[src/rtl/uart_pkg.sv]
// Shared UART definitions used by the AXI-Stream UART transmitter and receiver.
// Contents:
//   tx_state_t  - transmit FSM state encoding
//   count_speed - clock cycles per bit for a given clock and baud rate
//   frame_len   - bits per character frame (start + data + parity + stop)
//   cnt_width   - counter width able to hold 0..n-1, never zero bits wide
package uart_pkg;

    typedef enum logic [2:0] {
        TX_IDLE   = 3'd0,
        TX_START  = 3'd1,
        TX_DATA   = 3'd2,
        TX_PARITY = 3'd3,
        TX_STOP   = 3'd4
    } tx_state_t;

    function automatic int count_speed(input int clock, input int baud);
        return clock / baud;
    endfunction

    // The parity bit is always present, hence the fixed 2 (start + parity).
    function automatic int frame_len(input int data_bits, input int stop_bits);
        return 2 + data_bits + stop_bits;
    endfunction

    function automatic int cnt_width(input int n);
        return (n < 2) ? 1 : $clog2(n);
    endfunction

endpackage

[src/rtl/axis_if.sv]
// Minimal AXI-Stream interface (tdata / tvalid / tready).
// Modports:
//   s_axis - sink side: tdata, tvalid in; tready out
//   m_axis - source side: tdata, tvalid out; tready in
interface axis_if #(
    parameter int DATA_WIDTH = 8
) ();
    logic [DATA_WIDTH-1:0] tdata;
    logic                  tvalid;
    logic                  tready;

    modport s_axis (input tdata, input tvalid, output tready);
    modport m_axis (output tdata, output tvalid, input tready);
endinterface

[src/rtl/uart_baud_gen.sv]
// Bit-period counter. Counts 0..COUNT_SPEED-1 while enabled and raises tick
// on the last count of each period, wrapping to 0 on that same edge.
// Ports:
//   clk_sys - clock
//   rst_b   - asynchronous active-low reset
//   en      - count enable
//   clr     - synchronous clear (wins over en)
//   tick    - high during the final cycle of a bit period
module uart_baud_gen
    import uart_pkg::*;
#(
    parameter int COUNT_SPEED = 868
) (
    input  logic clk_sys,
    input  logic rst_b,
    input  logic en,
    input  logic clr,
    output logic tick
);

    localparam int            CW   = cnt_width(COUNT_SPEED);
    localparam logic [CW-1:0] LAST = CW'(COUNT_SPEED - 1);

    logic [CW-1:0] count;

    assign tick = en && (count == LAST);

    always_ff @(posedge clk_sys or negedge rst_b) begin
        if (!rst_b) begin
            count <= '0;
        end else if (clr || tick) begin
            count <= '0;
        end else if (en) begin
            count <= count + CW'(1);
        end
    end

endmodule

[src/rtl/axis_uart_tx.sv]
// AXI-Stream to UART transmitter. Each accepted word is split into
// AXI_DATA_WIDTH/DATA_BITS characters, most significant character first,
// each sent LSB first as start + data + parity + stop bit(s).
// Ports:
//   aclk    - clock
//   aresetn - asynchronous active-low reset
//   uart_tx - registered serial line, idles high
//   tx_busy - high from word acceptance until the last stop bit ends
//   tx_done - one-cycle pulse after the last stop bit of a word
//   s_axis  - input word stream (tdata, tvalid, tready)
//
// state     | meaning
// ----------+-----------------------------------------------
// TX_IDLE   | line high, tready high, waiting for a word
// TX_START  | start bit (0)
// TX_DATA   | data bits of the current character, LSB first
// TX_PARITY | parity bit of the current character
// TX_STOP   | stop bit(s); chains to next character or idles
//
// All registered outputs are computed from the next state so that uart_tx,
// tready, tx_busy and tx_done line up with the state register: the start bit
// appears on the cycle right after the accepting handshake.
module axis_uart_tx
    import uart_pkg::*;
#(
    parameter int AXI_DATA_WIDTH = 8,
    parameter int CLOCK          = 100_000_000,
    parameter int BAUD_RATE      = 115_200,
    parameter int DATA_BITS      = 8,
    parameter int STOP_BITS      = 1,
    parameter int PARITY_BITS    = 0
) (
    input  logic   aclk,
    input  logic   aresetn,
    output logic   uart_tx,
    output logic   tx_busy,
    output logic   tx_done,
    axis_if.s_axis s_axis
);

    localparam int COUNT_SPEED = count_speed(CLOCK, BAUD_RATE);
    localparam int DATA_BYTE   = AXI_DATA_WIDTH / DATA_BITS;
    localparam int BIT_W       = cnt_width(DATA_BITS);
    localparam int STOP_W      = cnt_width(STOP_BITS);
    localparam int CHAR_W      = cnt_width(DATA_BYTE);

    localparam logic [BIT_W-1:0]  BIT_LAST  = BIT_W'(DATA_BITS - 1);
    localparam logic [STOP_W-1:0] STOP_LAST = STOP_W'(STOP_BITS - 1);
    localparam logic [CHAR_W-1:0] CHAR_LAST = CHAR_W'(DATA_BYTE - 1);

    tx_state_t state, next_state;

    logic [AXI_DATA_WIDTH-1:0] shift_buf, shift_buf_n;
    logic [BIT_W-1:0]          bit_cnt, bit_cnt_n;
    logic [STOP_W-1:0]         stop_cnt, stop_cnt_n;
    logic [CHAR_W-1:0]         char_cnt, char_cnt_n;
    logic                      parity_q, parity_n;
    logic                      tx_q, tx_n;
    logic                      ready_q, ready_n;
    logic                      busy_q, busy_n;
    logic                      done_q, done_n;

    logic [DATA_BITS-1:0]      cur_char, next_char;
    logic                      tick;
    logic                      running;
    logic                      accept;

    // The character on the wire always sits in the top DATA_BITS of the
    // buffer; the buffer shifts left once per finished character.
    assign cur_char  = shift_buf[AXI_DATA_WIDTH-1 -: DATA_BITS];
    assign next_char = shift_buf_n[AXI_DATA_WIDTH-1 -: DATA_BITS];
    assign running   = (state != TX_IDLE);
    assign accept    = s_axis.tvalid && ready_q;

    assign uart_tx       = tx_q;
    assign tx_busy       = busy_q;
    assign tx_done       = done_q;
    assign s_axis.tready = ready_q;

    uart_baud_gen #(
        .COUNT_SPEED (COUNT_SPEED)
    ) u_baud_gen (
        .clk_sys (aclk),
        .rst_b   (aresetn),
        .en      (running),
        .clr     (!running),
        .tick    (tick)
    );

    always_ff @(posedge aclk or negedge aresetn) begin
        if (!aresetn) begin
            state     <= TX_IDLE;
            shift_buf <= '0;
            bit_cnt   <= '0;
            stop_cnt  <= '0;
            char_cnt  <= '0;
            parity_q  <= 1'b0;
            tx_q      <= 1'b1;
            ready_q   <= 1'b0;
            busy_q    <= 1'b0;
            done_q    <= 1'b0;
        end else begin
            state     <= next_state;
            shift_buf <= shift_buf_n;
            bit_cnt   <= bit_cnt_n;
            stop_cnt  <= stop_cnt_n;
            char_cnt  <= char_cnt_n;
            parity_q  <= parity_n;
            tx_q      <= tx_n;
            ready_q   <= ready_n;
            busy_q    <= busy_n;
            done_q    <= done_n;
        end
    end

    always_comb begin
        next_state  = state;
        shift_buf_n = shift_buf;
        bit_cnt_n   = bit_cnt;
        stop_cnt_n  = stop_cnt;
        char_cnt_n  = char_cnt;
        parity_n    = parity_q;

        unique case (state)
            TX_IDLE: begin
                if (accept) begin
                    next_state  = TX_START;
                    shift_buf_n = s_axis.tdata;
                    char_cnt_n  = '0;
                end
            end
            TX_START: begin
                if (tick) begin
                    next_state = TX_DATA;
                    bit_cnt_n  = '0;
                end
            end
            TX_DATA: begin
                if (tick) begin
                    if (bit_cnt == BIT_LAST) begin
                        next_state = TX_PARITY;
                        // Captured from the buffer, not tdata, so later
                        // stream activity cannot disturb it.
                        parity_n   = (PARITY_BITS == 1) ? ^cur_char : ~^cur_char;
                    end else begin
                        bit_cnt_n = bit_cnt + BIT_W'(1);
                    end
                end
            end
            TX_PARITY: begin
                if (tick) begin
                    next_state = TX_STOP;
                    stop_cnt_n = '0;
                end
            end
            TX_STOP: begin
                if (tick) begin
                    if (stop_cnt == STOP_LAST) begin
                        if (char_cnt < CHAR_LAST) begin
                            next_state  = TX_START;
                            char_cnt_n  = char_cnt + CHAR_W'(1);
                            shift_buf_n = shift_buf << DATA_BITS;
                        end else begin
                            next_state = TX_IDLE;
                        end
                    end else begin
                        stop_cnt_n = stop_cnt + STOP_W'(1);
                    end
                end
            end
            default: next_state = TX_IDLE;
        endcase
    end

    always_comb begin
        tx_n    = 1'b1;
        ready_n = (next_state == TX_IDLE);
        busy_n  = (next_state != TX_IDLE);
        done_n  = (state == TX_STOP) && (next_state == TX_IDLE);

        unique case (next_state)
            TX_IDLE:   tx_n = 1'b1;
            TX_START:  tx_n = 1'b0;
            TX_DATA:   tx_n = next_char[bit_cnt_n];
            TX_PARITY: tx_n = parity_n;
            TX_STOP:   tx_n = 1'b1;
            default:   tx_n = 1'b1;
        endcase
    end

endmodule

[src/flat_wrapper.sv]
// flat-port wrapper written by rule: the top's interface ports become plain ports
module axis_uart_tx_flat import uart_pkg::*;
#(
    parameter int AXI_DATA_WIDTH = 8,
    parameter int CLOCK          = 100_000_000,
    parameter int BAUD_RATE      = 115_200,
    parameter int DATA_BITS      = 8,
    parameter int STOP_BITS      = 1,
    parameter int PARITY_BITS    = 0
)
  (aclk, aresetn, uart_tx, tx_busy, tx_done, s_axis_tdata, s_axis_tvalid, s_axis_tready);
  axis_if s_axis_i ();
  input  logic aclk;
  input  logic aresetn;
  output logic uart_tx;
  output logic tx_busy;
  output logic tx_done;
  input wire logic [$bits(s_axis_i.tdata)-1:0] s_axis_tdata;
  input wire logic [$bits(s_axis_i.tvalid)-1:0] s_axis_tvalid;
  output wire logic [$bits(s_axis_i.tready)-1:0] s_axis_tready;
  assign s_axis_i.tdata = s_axis_tdata;
  assign s_axis_i.tvalid = s_axis_tvalid;
  assign s_axis_tready = s_axis_i.tready;
  axis_uart_tx #(.AXI_DATA_WIDTH(AXI_DATA_WIDTH), .CLOCK(CLOCK), .BAUD_RATE(BAUD_RATE), .DATA_BITS(DATA_BITS), .STOP_BITS(STOP_BITS), .PARITY_BITS(PARITY_BITS)) u_core (.aclk(aclk), .aresetn(aresetn), .uart_tx(uart_tx), .tx_busy(tx_busy), .tx_done(tx_done), .s_axis(s_axis_i));
endmodule
[config.mk]
export PLATFORM = sky130hd
export DESIGN_NAME = axis_uart_tx_flat
export DESIGN_NICKNAME = d
export VERILOG_FILES = /design/src/rtl/uart_pkg.sv /design/src/rtl/axis_if.sv /design/src/rtl/uart_baud_gen.sv /design/src/rtl/axis_uart_tx.sv /design/src/flat_wrapper.sv
export SDC_FILE = /design/constraint.sdc
export NUM_CORES = 1
export LEC_CHECK = 0
export ABC_AREA = 1
export BUFFER_PORTS_ARGS = -buffer_cell sky130_fd_sc_hd__buf_2
export CAP_MARGIN = 20
export CORE_MARGIN = 5
export CORE_UTILIZATION = 59
export CTS_BUF_LIST = sky130_fd_sc_hd__clkbuf_4 sky130_fd_sc_hd__clkbuf_8
export CTS_CLUSTER_DIAMETER = 100
export DETAILED_ROUTE_END_ITERATION = 16
export PLACE_DENSITY_LB_ADDON = 0.08
export SYNTH_ARGS = -nofsm -noshare
export SYNTH_HDL_FRONTEND = slang
export SYNTH_HIERARCHICAL = 1
export SYNTH_SLANG_ARGS = --single-unit
[constraint.sdc]
create_clock -name aclk -period 2.5 [get_ports aclk]
set_input_delay 0.375 -clock aclk [delete_from_list [all_inputs] [get_ports aclk]]
set_output_delay 0.375 -clock aclk [all_outputs]
set_load 0.05 [all_outputs]
==> impl_results.md, run 1 <==
* Post-DRT Antenna Nets at 0
* Drt drc at 0
* Number of global-route vias before repair at 1363
* Buf/Inv on CP at 2
* CTS clk-pin slew, worst paths at 90 ps
* Critical Path AT at 2480 ps
* Crit path max-delay family: simple AND/OR/NAND/NOR gates
* Slew at the pin closest to its max-slew limit at 637.5 ps
* Drt total wl at 3323 µm
* Post-CTS setup buffer count at 0
* Layout cell share with drive strength beyond 1 at 24.03%
* Most frequent CP cell: nand2_1
* DR vias at 1433
* Max-cap violations at 0
* Worst Path Max Fanout at 8
* Cts bufs inserted at 5
* Synthesized area at 1826 µm²
* Setup violators final at 0
* Min Clock Period, post-route at 2208 ps
* Post-Synth XOR/XNOR Area at 4.798%
* Share of the synthesized area in the top cell type at 38.38%
* Drt pass-1 iters at 4
* Worst EP required at 2770 ps
* Syn Area/Cell at 7.670 µm²
* F_max at 0.4528 GHz
* Drt initial violations at 72
* Root Driver: clkbuf_4
* Ranking of synthesized cells by area: dfrtp_1 38%, nand2_1 14%, inv_1 8.4%
* CTS tree: done
* Type of the tightest min-delay check: primary input to async pin
* Synth Area in Adders at 1.371%
* Total GRT Usage at 18.68%
* Effective utilization at floorplan at 60.79%
* Clk_skew at 8.610 ps
* Slew HR at 57.50%
* DIE AREA at 4307 µm²
* Area growth syn-to-layout at 8.362%
* Critical path, cell by cell: inv_2, nand2_1, nand2_1, nor2_1, nand3_2, inv_2, nand2_1, nand2_1, nand3_2, nand2_2, nand2_2, nand2_1, nand3_1, nand3_1, nand3_1, nand2_1
* Leak at 1.024 nW
* Max VDD drop at 370.9 µV
* Core footprint at 3003 µm²
* Grt ovf at 0
* Clock sink count at 29
* Fin area at 1978 µm²
* Initial antenna violation count at 0
* First-pass GRT wire length at 6051 µm
* Max Slew Vio Count at 0
* Final Cycle Share at 88.34%
* Largest net degree at the start of global routing at 30
* Dominant cell type by area after synthesis: dfrtp_1
* Cell count after synthesis at 238
* Routed WL per cell at 11.42 µm
* Status: finished, final reports clean
* Main combinational cell family by area after synthesis: simple AND/OR/NAND/NOR gates
* Compound-cell area share of the yosys netlist at 5.072%
* CTS max path bufs at 2
* Die Wd at 65.63 µm
* Hold_ws at 65.91 ps
* Post-layout net count at 270
* Crit Path Class: flip-flop to flip-flop
* Detailed-placement wirelength estimate at 2534 µm
* Port bufs at 14
* Die Y at 65.63 µm
* Placed cell areas at 1923 µm²
* Post-synthesis mux area share at 0%
* Syn nets at 251
* RSZ-0062 raised after global routing: false
* Max stage delay on crit path at 480 ps
* Seq/Total Area, Yosys at 39.82%
* Hold Violations, Final at 0
* Diode count at 0
* Slowest CP cell: dfrtp_1
* Cts hold-fix bufs at 0
* YS warnings at 6
* Drt via density at 4.924
* Post-Synth Simple-Gate Area at 37.90%
* Endpoint class of the critical path: flip-flop
* Yosys cell types at 29
* IO Pins at 15
* Rows at 20
* Pwr dens at 384.6 nW/µm²
* Worst setup SP type: flip-flop
* Max H-tree Level at 2
* Synthesized flop and latch total at 29
* Clk_lat worst skew at 320 ps
* Setup TNS at 0 ps
* Routability-driven placement congestion ratio at 0.8934
* CTS resizes at 0
[worst paths after layout]
path	endpoint	cells past startpoint	slack, ps	startpoint
worst min register to register	u_core/parity_q$_DFF_PN0_	2	500	u_core/parity_q$_DFF_PN0_
min in group aclk	u_core/cur_char[5]$_DFF_PN0_	3	270	s_axis_tdata[5]
worst min-delay path	u_core/s_axis.tready$_DFF_PN0_	1	70	aresetn
worst max register to register	u_core/uart_tx$_DFF_PN1_	16	290	u_core/state[2]$_DFF_PN0_
max in group asynchronous	u_core/parity_q$_DFF_PN0_	1	2020	aresetn
worst max-delay path	u_core/uart_tx$_DFF_PN1_	16	290	u_core/state[2]$_DFF_PN0_
[logic make-up (layout without fill, tap and decap cells)]
family | Yosys count | count (layout)
AOI/OAI and AO/OA | 11 | 11
xor gates and xnor gates | 10 | 10
adders and majority gates | 2 | 2
buffers and inverters | 51 | 71
DFF | 29 | 29
and+or+nand+nor | 135 | 135
[routing by layer]
metal,track usage (%),part of all wire [%],vias to the layer above
met3,5.470,3.6,8
met1,24.37,48,636
met4,8.808,2.5,0
met5,0,0,-
met2,28.29,46,18
li1,-,-,771
[flip-flops by register name, summed over array words and instances, names as in the netlist]
signal                   flops
u_core/bit_cnt               3
u_core/cur_char              8
u_core/parity_q              1
u_core/s_axis.tready         1
u_core/state                 3
u_core/tx_busy               1
u_core/tx_done               1
u_core/u_baud_gen/count     10
u_core/uart_tx               1
[layout make-up]
cell class,instances,area [µm²]
well taps,33,41.29
clock inverters,2,10.01
multi-input cells,158,897.1
inverters,48,180.2
flip-flops and latches,29,726.9
clock buffers,6,45.04
fillers,273,1025
repair buffers,15,77.57
[cell usage after synthesis]
master / count
nand2_1: 68
inv_1: 41
dfrtp_1: 28
nand3_1: 17
nor2_1: 15
nand4_1: 9
inv_2: 6
nor2_2: 6
xor2_1: 6
nor2_4: 5
o21ai_2: 5
nand2_2: 4
nand3_2: 4
xnor2_1: 4
a21oi_1: 2
buf_2: 2
ha_1: 2
nand2_4: 2
nand3_4: 2
a31oi_2: 1
buf_6: 1
clkinv_1: 1
dfstp_2: 1
nand3b_1: 1
nor3_1: 1
nor3_2: 1
o21bai_2: 1
o22ai_1: 1
o32ai_1: 1
[placed cells by master (no fill, tap or decap)]
| master | n |
|---|---|
| nor3_2 | 1 |
| nand4_1 | 9 |
| o21bai_2 | 1 |
| nand2_1 | 68 |
| nor3_1 | 1 |
| clkinv_1 | 1 |
| a31oi_2 | 1 |
| buf_4 | 1 |
| nand3_4 | 2 |
| nor2_4 | 5 |
| o32ai_1 | 1 |
| clkinv_2 | 2 |
| nand2_2 | 4 |
| xor2_1 | 6 |
| nand3b_1 | 1 |
| dfstp_2 | 1 |
| o22ai_1 | 1 |
| nand3_1 | 17 |
| xnor2_1 | 4 |
| inv_1 | 40 |
| inv_2 | 7 |
| clkbuf_4 | 6 |
| dfrtp_1 | 28 |
| ha_1 | 2 |
| nor2_2 | 6 |
| o21ai_2 | 5 |
| buf_2 | 14 |
| nand3_2 | 4 |
| nand2_4 | 2 |
| nor2_1 | 15 |
| a21oi_1 | 2 |
[worst reg2reg max path, stage by stage (launching register included)]
cell     delay (ps)
dfrtp_1         480
inv_2           140
nand2_1         120
nand2_1          60
nor2_1          140
nand3_2         160
inv_2           160
nand2_1          80
nand2_1         100
nand3_2          90
nand2_2         120
nand2_2         100
nand2_1          80
nand3_1          80
nand3_1         120
nand3_1          80
nand2_1          60
[where the power goes]
part / internal, mW / total [mW] / switching [mW]
registers: 0.469 / 0.469 / 0
logic: 0.00590 / 0.0184 / 0.0125
clock network: 0.118 / 0.274 / 0.156
[stage by stage]
stage | setup WS, ps | utilization (%) | power (mW) | instances
floorplan | 467.0 | - | 0.4792 | 238
detailed placement | 245.3 | 64.04 | 0.4976 | 283
global route | 54.60 | 65.88 | 0.8061 | 291
finish | 291.6 | 65.88 | 0.7608 | 291
CTS | 215.8 | 65.88 | 0.7787 | 291
global placement | 306.1 | 64.04 | 0.4974 | 283
(Power assumes the default switching activity.)
==> run 2: changes to the inputs <==
--- a/config.mk
+++ b/config.mk
@@ -13,7 +13,7 @@
 export CTS_BUF_LIST = sky130_fd_sc_hd__clkbuf_4 sky130_fd_sc_hd__clkbuf_8
 export CTS_CLUSTER_DIAMETER = 100
 export DETAILED_ROUTE_END_ITERATION = 16
-export PLACE_DENSITY_LB_ADDON = 0.08
+export PLACE_DENSITY = 0.79
 export SYNTH_ARGS = -nofsm -noshare
 export SYNTH_HDL_FRONTEND = slang
 export SYNTH_HIERARCHICAL = 1
==> run 2 against run 1 <==
Final cell count unchanged; combinational power about the same; die area unchanged; sequential cell count unchanged; via count increased by 4.3%; sequential share of layout area decreased by 0.21 points; register-to-register slack got worse by 40 ps; critical path depth unchanged; worst setup slack got worse by 36 ps; total power increased by 5.4%; final area increased by 0.57%; clock power increased by 15%; critical path type unchanged; largest cell class unchanged.
==> impl_results.md, run 2 (synthesis gave the netlist of run 1 again) <==
* Largest register by flop count: u_core/u_baud_gen/count (unchanged)
* Max H-tree Level at 2 (unchanged)
* Worst EP required at 2770 ps (about the same)
* Grt ovf at 0 (unchanged)
* DR vias at 1494 (was 1433)
* RSZ-0062 raised after global routing: false (unchanged)
* Port bufs at 14 (unchanged)
* Slew at the pin closest to its max-slew limit at 643.5 ps (was 637.5 ps)
* Leak at 1.031 nW (was 1.024 nW)
* Setup TNS at 0 ps (unchanged)
* Max reg flops at 10 (unchanged)
* Final Cycle Share at 89.78% (was 88.34%)
* Max Slew Vio Count at 0 (unchanged)
* Type of the tightest min-delay check: primary input to async pin (unchanged)
* Worst Path Max Fanout at 8 (unchanged)
* Post-DRT Antenna Nets at 0 (unchanged)
* Fin area at 1989 µm² (was 1978 µm²)
* Layout cell share with drive strength beyond 1 at 23.64% (was 24.03%)
* IO Pins at 15 (unchanged)
* Initial antenna violation count at 0 (unchanged)
* Hold_ws at 70.43 ps (was 65.91 ps)
* Pwr Total at 802.1 µW (was 760.8 µW)
* F_max at 0.4456 GHz (was 0.4528 GHz)
* Drt pass-1 iters at 4 (unchanged)
* Cts bufs inserted at 5 (unchanged)
* Crit path max-delay family: simple AND/OR/NAND/NOR gates (unchanged)
* Max VDD drop at 323.0 µV (was 370.9 µV)
* Effective utilization at floorplan at 60.79% (unchanged)
* Final Util at 66.25% (was 65.88%)
* Largest net degree at the start of global routing at 30 (unchanged)
* Most common cell after layout, fill and taps aside: nand2_1 (unchanged)
* Clk_lat worst skew at 320 ps (about the same)
* Post-layout net count at 270 (unchanged)
* Max-cap violations at 0 (unchanged)
* Drt via density at 5.134 (was 4.924)
* Most frequent cells in the layout: 68 x nand2_1, 41 x inv_1, 28 x dfrtp_1 (was 68 x nand2_1, 40 x inv_1, 28 x dfrtp_1)
* Critical path, cell by cell: nor2_4, nand2_1, nand2_1, nor2_1, nand3_2, inv_1, nand2_1, nand2_1, nand3_2, nand2_2, nand2_2, nand2_1, nand3_1, nand3_1, nand3_1, nand2_1 (was inv_2, nand2_1, nand2_1, nor2_1, nand3_2, inv_2, nand2_1, nand2_1, nand3_2, nand2_2, nand2_2, nand2_1, nand3_1, nand3_1, nand3_1, nand2_1)
* Area growth syn-to-layout at 8.979% (was 8.362%)
* Drt initial violations at 102 (was 72)
* Total GRT Usage at 18.86% (was 18.68%)
* Status: finished, final reports clean (unchanged)
* Critical Path AT at 2520 ps (was 2480 ps)
* DIE AREA at 4307 µm² (unchanged)
* Slew HR at 57.10% (was 57.50%)
* Fin cells at 291 (unchanged)
* Reg area at 726.9 µm² (unchanged)
* Min Clock Period, post-route at 2244 ps (was 2208 ps)
* Multi-input logic area at 897.1 µm² (unchanged)
* Routed WL per cell at 12.11 µm (was 11.42 µm)
* Routability-driven placement congestion ratio at 0.8945 (was 0.8934)
* Pwr dens at 403.2 nW/µm² (was 384.6 nW/µm²)
* Clk_skew at 11.78 ps (was 8.610 ps)
* Cts hold-fix bufs at 0 (unchanged)
* Number of global-route vias before repair at 1431 (was 1363)
* First-pass GRT wire length at 6196 µm (was 6051 µm)
* Crit Path Class: flip-flop to flip-flop (unchanged)
* Root Driver: clkbuf_4 (unchanged)
* Drt total wl at 3524 µm (was 3323 µm)
* CTS max path bufs at 2 (unchanged)
* Clock sink count at 29 (unchanged)
* Detailed-placement wirelength estimate at 2683 µm (was 2534 µm)
* CTS tree: done (unchanged)
* Final WS setup at 255.6 ps (was 291.6 ps)
* Post-CTS setup buffer count at 0 (unchanged)
* CTS resizes at 0 (unchanged)
* Cells after DPL at 283 (unchanged)
* Worst setup SP type: flip-flop (unchanged)
* Endpoint class of the critical path: flip-flop (unchanged)
* Max stage delay on crit path at 520 ps (was 480 ps)
* Placed cell areas at 1923 µm² (unchanged)
* Fill cell count at 270 (was 273)
* Buf/Inv on CP at 1 (was 2)
* Setup violators final at 0 (unchanged)
* Pre-CTS WS at 263.5 ps (was 245.3 ps)
* Hold Violations, Final at 0 (unchanged)
* Die Wd at 65.63 µm (unchanged)
* Rows at 20 (unchanged)
* Drt drc at 0 (unchanged)
* Most frequent CP cell: nand2_1 (unchanged)
* Diode count at 0 (unchanged)
* Core footprint at 3003 µm² (unchanged)
* Die Y at 65.63 µm (unchanged)
* Slowest CP cell: dfrtp_1 (unchanged)
* CTS clk-pin slew, worst paths at 90 ps (about the same)
## run 2: changes by cell type in the layout (fill, tap and decap cells not counted)
cell and change:
clkbuf_8 +1, clkinv_2 -2, inv_2 -1, inv_1 +1
clkbuf_4 +1
## run 2: cell type report
| type | instances | area share [%] |
|---|---|---|
| sequential | 29 | 36.54 |
| clock buffer | 8 | 3.333 |
| multi-input combinational | 158 | 45.09 |
| inverter | 48 | 9.057 |
| tap | 33 | 2.075 |
| timing repair buffer | 15 | 3.899 |
## run 2: path summary, 6_finish.rpt
kind	startpoint	end	slack [ps]	cells past startpoint
setup / recovery	u_core/state[1]$_DFF_PN0_	u_core/uart_tx$_DFF_PN1_	260	16
hold / removal	aresetn	u_core/u_baud_gen/count[2]$_DFFE_PN0P_	70	1
setup reg to reg	u_core/state[1]$_DFF_PN0_	u_core/uart_tx$_DFF_PN1_	260	16
hold reg to reg	u_core/parity_q$_DFF_PN0_	u_core/parity_q$_DFF_PN0_	490	2
max in group asynchronous	aresetn	u_core/cur_char[4]$_DFF_PN0_	2010	1
min in group aclk	s_axis_tdata[5]	u_core/cur_char[5]$_DFF_PN0_	280	3
## run 2: per-layer routing
layer	up-vias	wire length, µm	GRT usage [%]
met5	-	0	0
met4	0	46	6.995
met3	6	194	5.128
met2	47	1608	29.54
met1	670	1675	24.81
li1	771	-	-
## run 2: worst register-to-register path: stages, from the launching register on
cell and delay [ps]:
dfrtp_1 520, nor2_4 110, nand2_1 90, nand2_1 60
nor2_1 120, nand3_2 140, inv_1 230, nand2_1 110
nand2_1 110, nand3_2 100, nand2_2 120, nand2_2 100
nand2_1 70, nand3_1 80, nand3_1 100, nand3_1 80
nand2_1 60
## run 2: power by group
part / internal (mW) / switching, mW
logic: 0.00590 / 0.0127
clock network: 0.160 / 0.154
registers: 0.469 / 0
